### config.mk
export PLATFORM = sky130hd
export DESIGN_NAME = counter_ctrl
export DESIGN_NICKNAME = d
export VERILOG_FILES = /design/src/rtl/counter_pkg.sv /design/src/rtl/updown_counter.sv /design/src/rtl/counter_ctrl.sv
export SDC_FILE = /design/constraint.sdc
export NUM_CORES = 1
export LEC_CHECK = 0
export CAP_MARGIN = 20
export CELL_PAD_IN_SITES_DETAIL_PLACEMENT = 0
export CELL_PAD_IN_SITES_GLOBAL_PLACEMENT = 1
export CORE_MARGIN = 5
export CORE_UTILIZATION = 40
export DETAILED_ROUTE_END_ITERATION = 8
export PLACE_DENSITY_LB_ADDON = 0.1
export SLEW_MARGIN = 15
export SYNTH_ARGS = -nofsm -noshare
export SYNTH_HDL_FRONTEND = slang
export SYNTH_HIERARCHICAL = 1
export SYNTH_SLANG_ARGS = --single-unit
### constraint.sdc
create_clock -name clk -period 4.4 [get_ports clk]
set_input_delay 0.88 -clock clk [delete_from_list [all_inputs] [get_ports clk]]
set_output_delay 0.88 -clock clk [all_outputs]
set_load 0.01 [all_outputs]
### src/rtl/counter_pkg.sv
// Shared types and defaults for the run-control counter block.
package counter_pkg;

  localparam int WIDTH_DEFAULT = 4;

  typedef enum logic [1:0] {
    ST_IDLE,
    ST_RUN,
    ST_HOLD,
    ST_DONE
  } state_t;

endpackage

### src/rtl/updown_counter.sv
// Loadable up/down counter; load has priority over stepping.
module updown_counter
  import counter_pkg::*;
#(
  parameter int WIDTH = WIDTH_DEFAULT
) (
  input  logic             clk,
  input  logic             rst,
  input  logic             load,
  input  logic [WIDTH-1:0] load_val,
  input  logic             en,
  input  logic             dir,
  output logic [WIDTH-1:0] q
);

  always_ff @(posedge clk) begin
    if (rst) begin
      q <= '0;
    end else if (load) begin
      q <= load_val;
    end else if (en) begin
      q <= dir ? q - 1'b1 : q + 1'b1;
    end
  end

endmodule

### src/rtl/counter_ctrl.sv
// Run-control FSM and configuration registers around an up/down counter,
// supporting one-shot or auto-reload runs with pause/hold and abort.
module counter_ctrl
  import counter_pkg::*;
#(
  parameter int WIDTH = WIDTH_DEFAULT
) (
  input  logic             clk,
  input  logic             rst,
  input  logic             start,
  input  logic             stop,
  input  logic             pause,
  input  logic             cfg_valid,
  output logic             cfg_ready,
  input  logic [WIDTH-1:0] cfg_term,
  input  logic             cfg_dir,
  input  logic             cfg_reload,
  output logic [WIDTH-1:0] count,
  output logic             tc,
  output logic             busy,
  output logic             done
);

  state_t           state;
  state_t           state_nxt;
  logic [WIDTH-1:0] term;
  logic             dir;
  logic             reload;

  logic             cfg_acc;
  logic [WIDTH-1:0] start_val;
  logic [WIDTH-1:0] end_val;
  logic [WIDTH-1:0] launch_val;
  logic             at_end;
  logic             ld;
  logic [WIDTH-1:0] ld_val;
  logic             step_en;

  assign cfg_ready  = (state == ST_IDLE) || (state == ST_DONE);
  assign cfg_acc    = cfg_valid && cfg_ready;
  assign start_val  = dir ? term : '0;
  assign end_val    = dir ? '0 : term;
  // A configuration accepted in the same cycle as start decides the launch value.
  assign launch_val = cfg_acc ? (cfg_dir ? cfg_term : '0) : start_val;
  assign at_end     = (count == end_val);
  assign tc         = !rst && (state == ST_RUN) && !pause && at_end;
  assign busy       = (state == ST_RUN) || (state == ST_HOLD);
  assign done       = (state == ST_DONE);

  always_comb begin
    state_nxt = state;
    ld        = 1'b0;
    ld_val    = start_val;
    step_en   = 1'b0;
    case (state)
      ST_IDLE, ST_DONE: begin
        if (start) begin
          state_nxt = ST_RUN;
          ld        = 1'b1;
          ld_val    = launch_val;
        end
      end
      ST_RUN: begin
        if (stop) begin
          state_nxt = ST_IDLE;
          ld        = 1'b1;
          ld_val    = '0;
        end else if (pause) begin
          state_nxt = ST_HOLD;
        end else if (at_end) begin
          if (reload) begin
            ld = 1'b1;
          end else begin
            state_nxt = ST_DONE;
          end
        end else begin
          step_en = 1'b1;
        end
      end
      ST_HOLD: begin
        if (stop) begin
          state_nxt = ST_IDLE;
          ld        = 1'b1;
          ld_val    = '0;
        end else if (!pause) begin
          state_nxt = ST_RUN;
        end
      end
      default: state_nxt = ST_IDLE;
    endcase
  end

  always_ff @(posedge clk) begin
    if (rst) begin
      state  <= ST_IDLE;
      term   <= '1;
      dir    <= 1'b0;
      reload <= 1'b1;
    end else begin
      state <= state_nxt;
      if (cfg_acc) begin
        term   <= cfg_term;
        dir    <= cfg_dir;
        reload <= cfg_reload;
      end
    end
  end

  updown_counter #(
    .WIDTH(WIDTH)
  ) u_cnt (
    .clk     (clk),
    .rst     (rst),
    .load    (ld),
    .load_val(ld_val),
    .en      (step_en),
    .dir     (dir),
    .q       (count)
  );

endmodule

==> flow_summary.yaml, run 1 <==
outcome:
  status: "complete, no violations"
die:
  coreArea_sq_mm: 0.00225
  start_util_pct: 42.6
  die_x_um: 59.0
  fp.dieH_um: 59.0
  die-area_sq_mm: 0.00348
  io_pins: 20
  std_cell_rows: 17
cells_and_area:
  final_net_count: 155
  diodes: 0
  fin_util_pct: 54.0
  syn2layout_area_growth_pct: 26.7
  drive_above_1_share_pct: 8.82
  fin_area_sq_mm: 0.00122
global_route:
  first_global_vias: 890
  globalRouteTotalUtil_pct: 15.2
  grt_max_degree: 18
  overflow: 0
  grt_pass1_wl_um: 4020
  antenna_found_initial: 0
clocking:
  cts_resized: 0
  numCtsBuffers: 3
  root_buffer: "clkbuf_4"
  htree_levels: 1
  clk_path_buf_depth: 2
  post_cts_buffers: 0
  ctsHoldBuffers: 0
  clkTransAtPathRegs_ns: 0.09
  cts_tree: "yes"
  cts.sinks: 12
  clk_latency_ns: 0.28
yosys:
  ys_seq_elements: 12
  synth_cells: 114
  synth_area_sq_um: 961
  synth_nets: 132
  postSynthAreaPerCell_sq_um: 8.43
  ys_async_sr_fraction_pct: 0
  yosys_warnings: 6
  synth_edf_count: 0
  ys.flop_type: "dfxtp_1"
  synth_cell_type_count: 44
  ys_seq_area_share_pct: 25.0
sta:
  period_share_pct: 73.5
  rsz0062_at_grt: "false"
  post-route-min-period_ns: 3.23
  clock_skew_ns: 0.0109
  final.setup.tns_ns: 0
  setup_viol: 0
  worstMarginPinSlew_ns: 0.432
  slew_headroom_pct: 71.2
  maxSlewViolCount: 0
  max_freq_mhz: 309
  final_hold_viol_count: 0
setup_path:
  setup.worst_path.end_class: "output port"
  r2r-end: "u_cnt/q[3]"
  r2r_slack_ns: 2.21
  critPathMaxFanout: 5
  arrival_ns: 2.35
  rr_startpoint: "dir"
  crit_required_ns: 3.52
  ff2ff_path_depth: 8
  worstSetupPathType: "in -> out"
  crit_path_start_kind: "primary input"
power:
  total_power_mw: 0.625
  powerDensity_mw_per_mm2: 514
  ir_drop_mv: 0.278
  p_leak_nw: 0.478
drt:
  routedWlPerCell_um: 14.3
  drtIter0Drc: 11
  vias_per_cell: 5.73
  drc_errors: 0
  via_count: 939
  routed_wl_um: 2350
  dr.pass1.iters: 4
  antenna_left: 0
place:
  gp_congestion: 0.747
  dpl_cell_area_sq_mm: 0.00118
  hpwl_um: 1830
  numPortBuffers: 19
run:
  drv_cap: 0
min_path:
  hold_class: "reg -> reg"
  hold_path_end: "state[0]"
  min-delay-start: "reload"
  min_delay_path_depth: 1
-- placed cells by master (no fill, tap or decap), types with 2 or more instances in the layout --
cell type	count
ha_1	5
o21bai_1	2
o21ai_0	3
clkbuf_4	3
dfxtp_1	12
a21oi_1	5
a22o_1	5
clkdlybuf4s50_1	19
xor2_1	4
and3_1	5
nor3_1	3
nor2_1	6
nand3_1	3
nor3b_1	2
nand2_1	13
inv_1	9
a211o_1	5
nand2b_1	3
a31oi_1	2
buf_4	2
-- area by class of cell --
type / instances / area (sq um)
Clock buffer: 4 / 36.3
Multi-Input combinational cell: 90 / 667
Tap cell: 28 / 35.0
Fill cell: 219 / 1040
Sequential cell: 12 / 240
Inverter: 9 / 33.8
Timing Repair Buffer: 21 / 205
-- per-stage QoR --
step | setup WS (ns) | hold slack (ns) | instances
global placement | 1.24 | 0.523 | 160
global route | 1.08 | 0.577 | 164
floorplan | 2.14 | 0.455 | 114
finish | 1.17 | 0.561 | 164
CTS | 1.18 | 0.552 | 164
detailed placement | 1.19 | 0.526 | 160
-- registers in the layout (all words and copies together) (netlist names) --
name,flops
reload,1
u_cnt/q,4
state,2
term,4
dir,1
-- Yosys cell counts (all sizes together) (4+ instances only) --
cell | instances | area share, %
and3 | 5 | 3.3
o21ai | 4 | 2.1
a21oi | 5 | 2.6
xor2 | 4 | 3.6
a211o | 6 | 5.6
nor2 | 6 | 2.3
ha | 5 | 6.5
a22o | 5 | 4.6
nand2 | 13 | 5.1
inv | 9 | 3.5
dfxtp | 12 | 25
-- power by group --
group | leakage, nW | internal, mW | switching (mW) | total (mW)
clock | 0.0210 | 0.0504 | 0.0398 | 0.0902
combinational | 0.358 | 0.177 | 0.172 | 0.349
sequential | 0.0990 | 0.140 | 0.0459 | 0.186
-- layer usage --
metal | track usage (%) | wire length (um)
met3 | 5.01 | 108
met5 | 0 | 0
met1 | 19.1 | 1080
met2 | 24.3 | 1140
met4 | 4.85 | 21
-- critical path, cell delays in order --
cell and delay (ns):
clkdlybuf4s50_1 0.52, nand2b_1 0.23, nor3_1 0.16, clkdlybuf4s50_1 0.57
-- cell families after synthesis --
logic type,count (synthesis),share of synthesized area (%)
buffers and inverters,12,5.60
adder cells (fa/ha/maj),6,8.59
XOR/XNOR,5,4.56
flip-flops,12,25.0
AO/OA/AOI/OAI,35,30.3
multiplexers,1,1.04
AND/OR/NAND/NOR,43,24.9
-- how the worst max path moves through the flow --
stage	start	end	slack, ns	cells after the start
floorplan	rst	tc	2.14	2
global placement	pause	tc	1.24	4
detailed placement	pause	tc	1.19	4
CTS	pause	tc	1.18	4
global route	pause	tc	1.08	4
finish	pause	tc	1.17	4
(Power assumes the default switching activity.)
==> inputs of run 2 (changes only) <==
CORE_UTILIZATION = 33   (was 40)
clock period = 2.8 ns   (was 4.4 ns; I/O delays follow)
==> flow_summary.yaml, run 2 (synthesis results as in run 1) <==
die:
  die_x_um: 64.0
  fp.dieH_um: 64.0
  die-area_sq_mm: 0.00409
  std_cell_rows: 19
  coreArea_sq_mm: 0.00278
  io_pins: 20
  start_util_pct: 34.5
sta:
  final.setup.worst_slack_ns: 0.196
  worstMarginPinSlew_ns: 0.413
  clock_skew_ns: 0.000763
  post-route-min-period_ns: 2.60
  fin_hold_ws_ns: 0.546
  final.setup.tns_ns: 0
  maxSlewViolCount: 0
  slew_headroom_pct: 71.8
  period_share_pct: 93.0
  rsz0062_at_grt: "false"
  setup_viol: 0
  final_hold_viol_count: 0
  max_freq_mhz: 384
min_path:
  hold_class: "reg -> reg"
  min-delay-start: "reload"
setup_path:
  r2r-end: "u_cnt/q[3]"
  rr_startpoint: "state[0]"
  slowest_stage: "clkdlybuf4s50_1"
  r2r_slack_ns: 0.61
  critical_path.max_stage_delay_ns: 0.56
  worstSetupPathType: "reg -> out"
  endpoint: "tc"
  cp_cell_sequence: "nor4b_1 > a22o_1 > o22ai_2 > nor3_1 > clkdlybuf4s50_1"
  worstSetupStartpoint: "dir"
  setup.worst_path.end_class: "output port"
  crit_required_ns: 2.24
  crit_path_start_kind: "register"
  arrival_ns: 2.04
  ff2ff_path_depth: 8
  critPathMaxFanout: 12
place:
  numPortBuffers: 19
  dp.cells: 163
  dp_slack_ns: 0.240
  gp_congestion: 0.862
  hpwl_um: 1840
  dpl_cell_area_sq_mm: 0.00118
clocking:
  htree_levels: 1
  clkTransAtPathRegs_ns: 0.09
  clk_latency_ns: 0.28
  clk_path_buf_depth: 2
  numCtsBuffers: 3
  cts.sinks: 12
  post_cts_buffers: 0
  cts_tree: "yes"
  root_buffer: "clkbuf_4"
cells_and_area:
  reg_top3: "term: 4 flops, u_cnt/q: 4 flops, state: 2 flops"
  fin_area_sq_mm: 0.00122
  drive_above_1_share_pct: 9.56
  diodes: 0
  regArea_sq_um: 241
  final_common_cell: "clkdlybuf4s50_1"
  final_cell_mix: "clkdlybuf4s50_1 (19), nand2_1 (13), dfxtp_1 (11)"
  syn2layout_area_growth_pct: 27.2
  nFillCells: 300
  multi_input_area_sq_um: 667
  final_net_count: 155
  stdcell_count: 167
drt:
  antenna_left: 0
  routed_wl_um: 2360
  drc_errors: 0
  via_count: 921
  vias_per_cell: 5.51
  drtIter0Drc: 28
  routedWlPerCell_um: 14.1
  dr.pass1.iters: 4
power:
  powerDensity_mw_per_mm2: 810
  p_leak_nw: 0.478
  ir_drop_mv: 0.385
global_route:
  first_global_vias: 904
  grt_pass1_wl_um: 4080
  grt_max_degree: 17
  overflow: 0
  antenna_found_initial: 0
  globalRouteTotalUtil_pct: 12.3
outcome:
  status: "complete, no violations"
run:
  drv_cap: 0
-- run 2: cell counts in the layout (fill, tap and decap cells not counted) --
Identical to the previous run, type by type.
-- run 2: timing repair --
action,CTS,global route
hold buffers,0,0
setup endpoints to repair,0,1
resized for setup,0,1
-- run 2: worst min path at each step --
stage / cells after the start / slack, ns / endpoint
2_1_floorplan: 1 / 0.45 / state[0]
3_3_place_gp: 1 / 0.53 / term[2]
3_5_place_dp: 1 / 0.54 / state[0]
4_1_cts: 1 / 0.55 / state[0]
5_1_grt: 1 / 0.60 / state[0]
6_report: 1 / 0.55 / state[0]
-- run 2: layout make-up --
| type | count | share of cell area, % |
|---|---|---|
| multi-input cells | 90 | 54.6 |
| clock buffers | 4 | 2.97 |
| flip-flops and latches | 12 | 19.8 |
| inverters | 9 | 2.76 |
| well taps | 31 | 3.17 |
| repair buffers | 21 | 16.8 |
-- run 2: critical path, delay by kind of cell, from the launching register on --
kind / cells / cell delay, ns
buffers and inverters: 1 / 0.56
AND/OR/NAND/NOR: 2 / 0.50
flip-flops: 1 / 0.40
AO/OA/AOI/OAI: 2 / 0.30
-- run 2: stage by stage --
| step | utilization [%] | total power [mW] |
|---|---|---|
| 3_3_place_gp | 42.6 | 0.841 |
| 5_1_grt | 43.9 | 1.08 |
| 6_report | 43.9 | 0.990 |
| 2_1_floorplan | - | 0.678 |
| 3_5_place_dp | 42.6 | 0.849 |
| 4_1_cts | 43.9 | 1.00 |
-- run 2: power breakdown --
group | switching, mW | internal, mW
registers | 0.0733 | 0.220
clock network | 0.0684 | 0.0792
logic | 0.271 | 0.278
total | 0.413 | 0.577
-- run 2: per-layer routing --
layer / GRT usage (%) / up-vias / wire [um]
met5: 0 / - / 0
met4: 4.68 / 0 / 42
met3: 2.63 / 5 / 96
met2: 18.8 / 20 / 1030
met1: 16.9 / 429 / 1190
li1: - / 467 / -
==> inputs of run 3 (changes only) <==
MAX_ROUTING_LAYER = met4   (was not set)
==> results of run 3 <==
Same layout as run 2: the final DEF is identical, and so are final timing and power.
Main changes from that run: final weighted congestion in routability-driven placement 0.862 -> 0.876; via count of the first global-routing pass 904 -> 903; overall routing resource usage 12.3% -> 12.7%
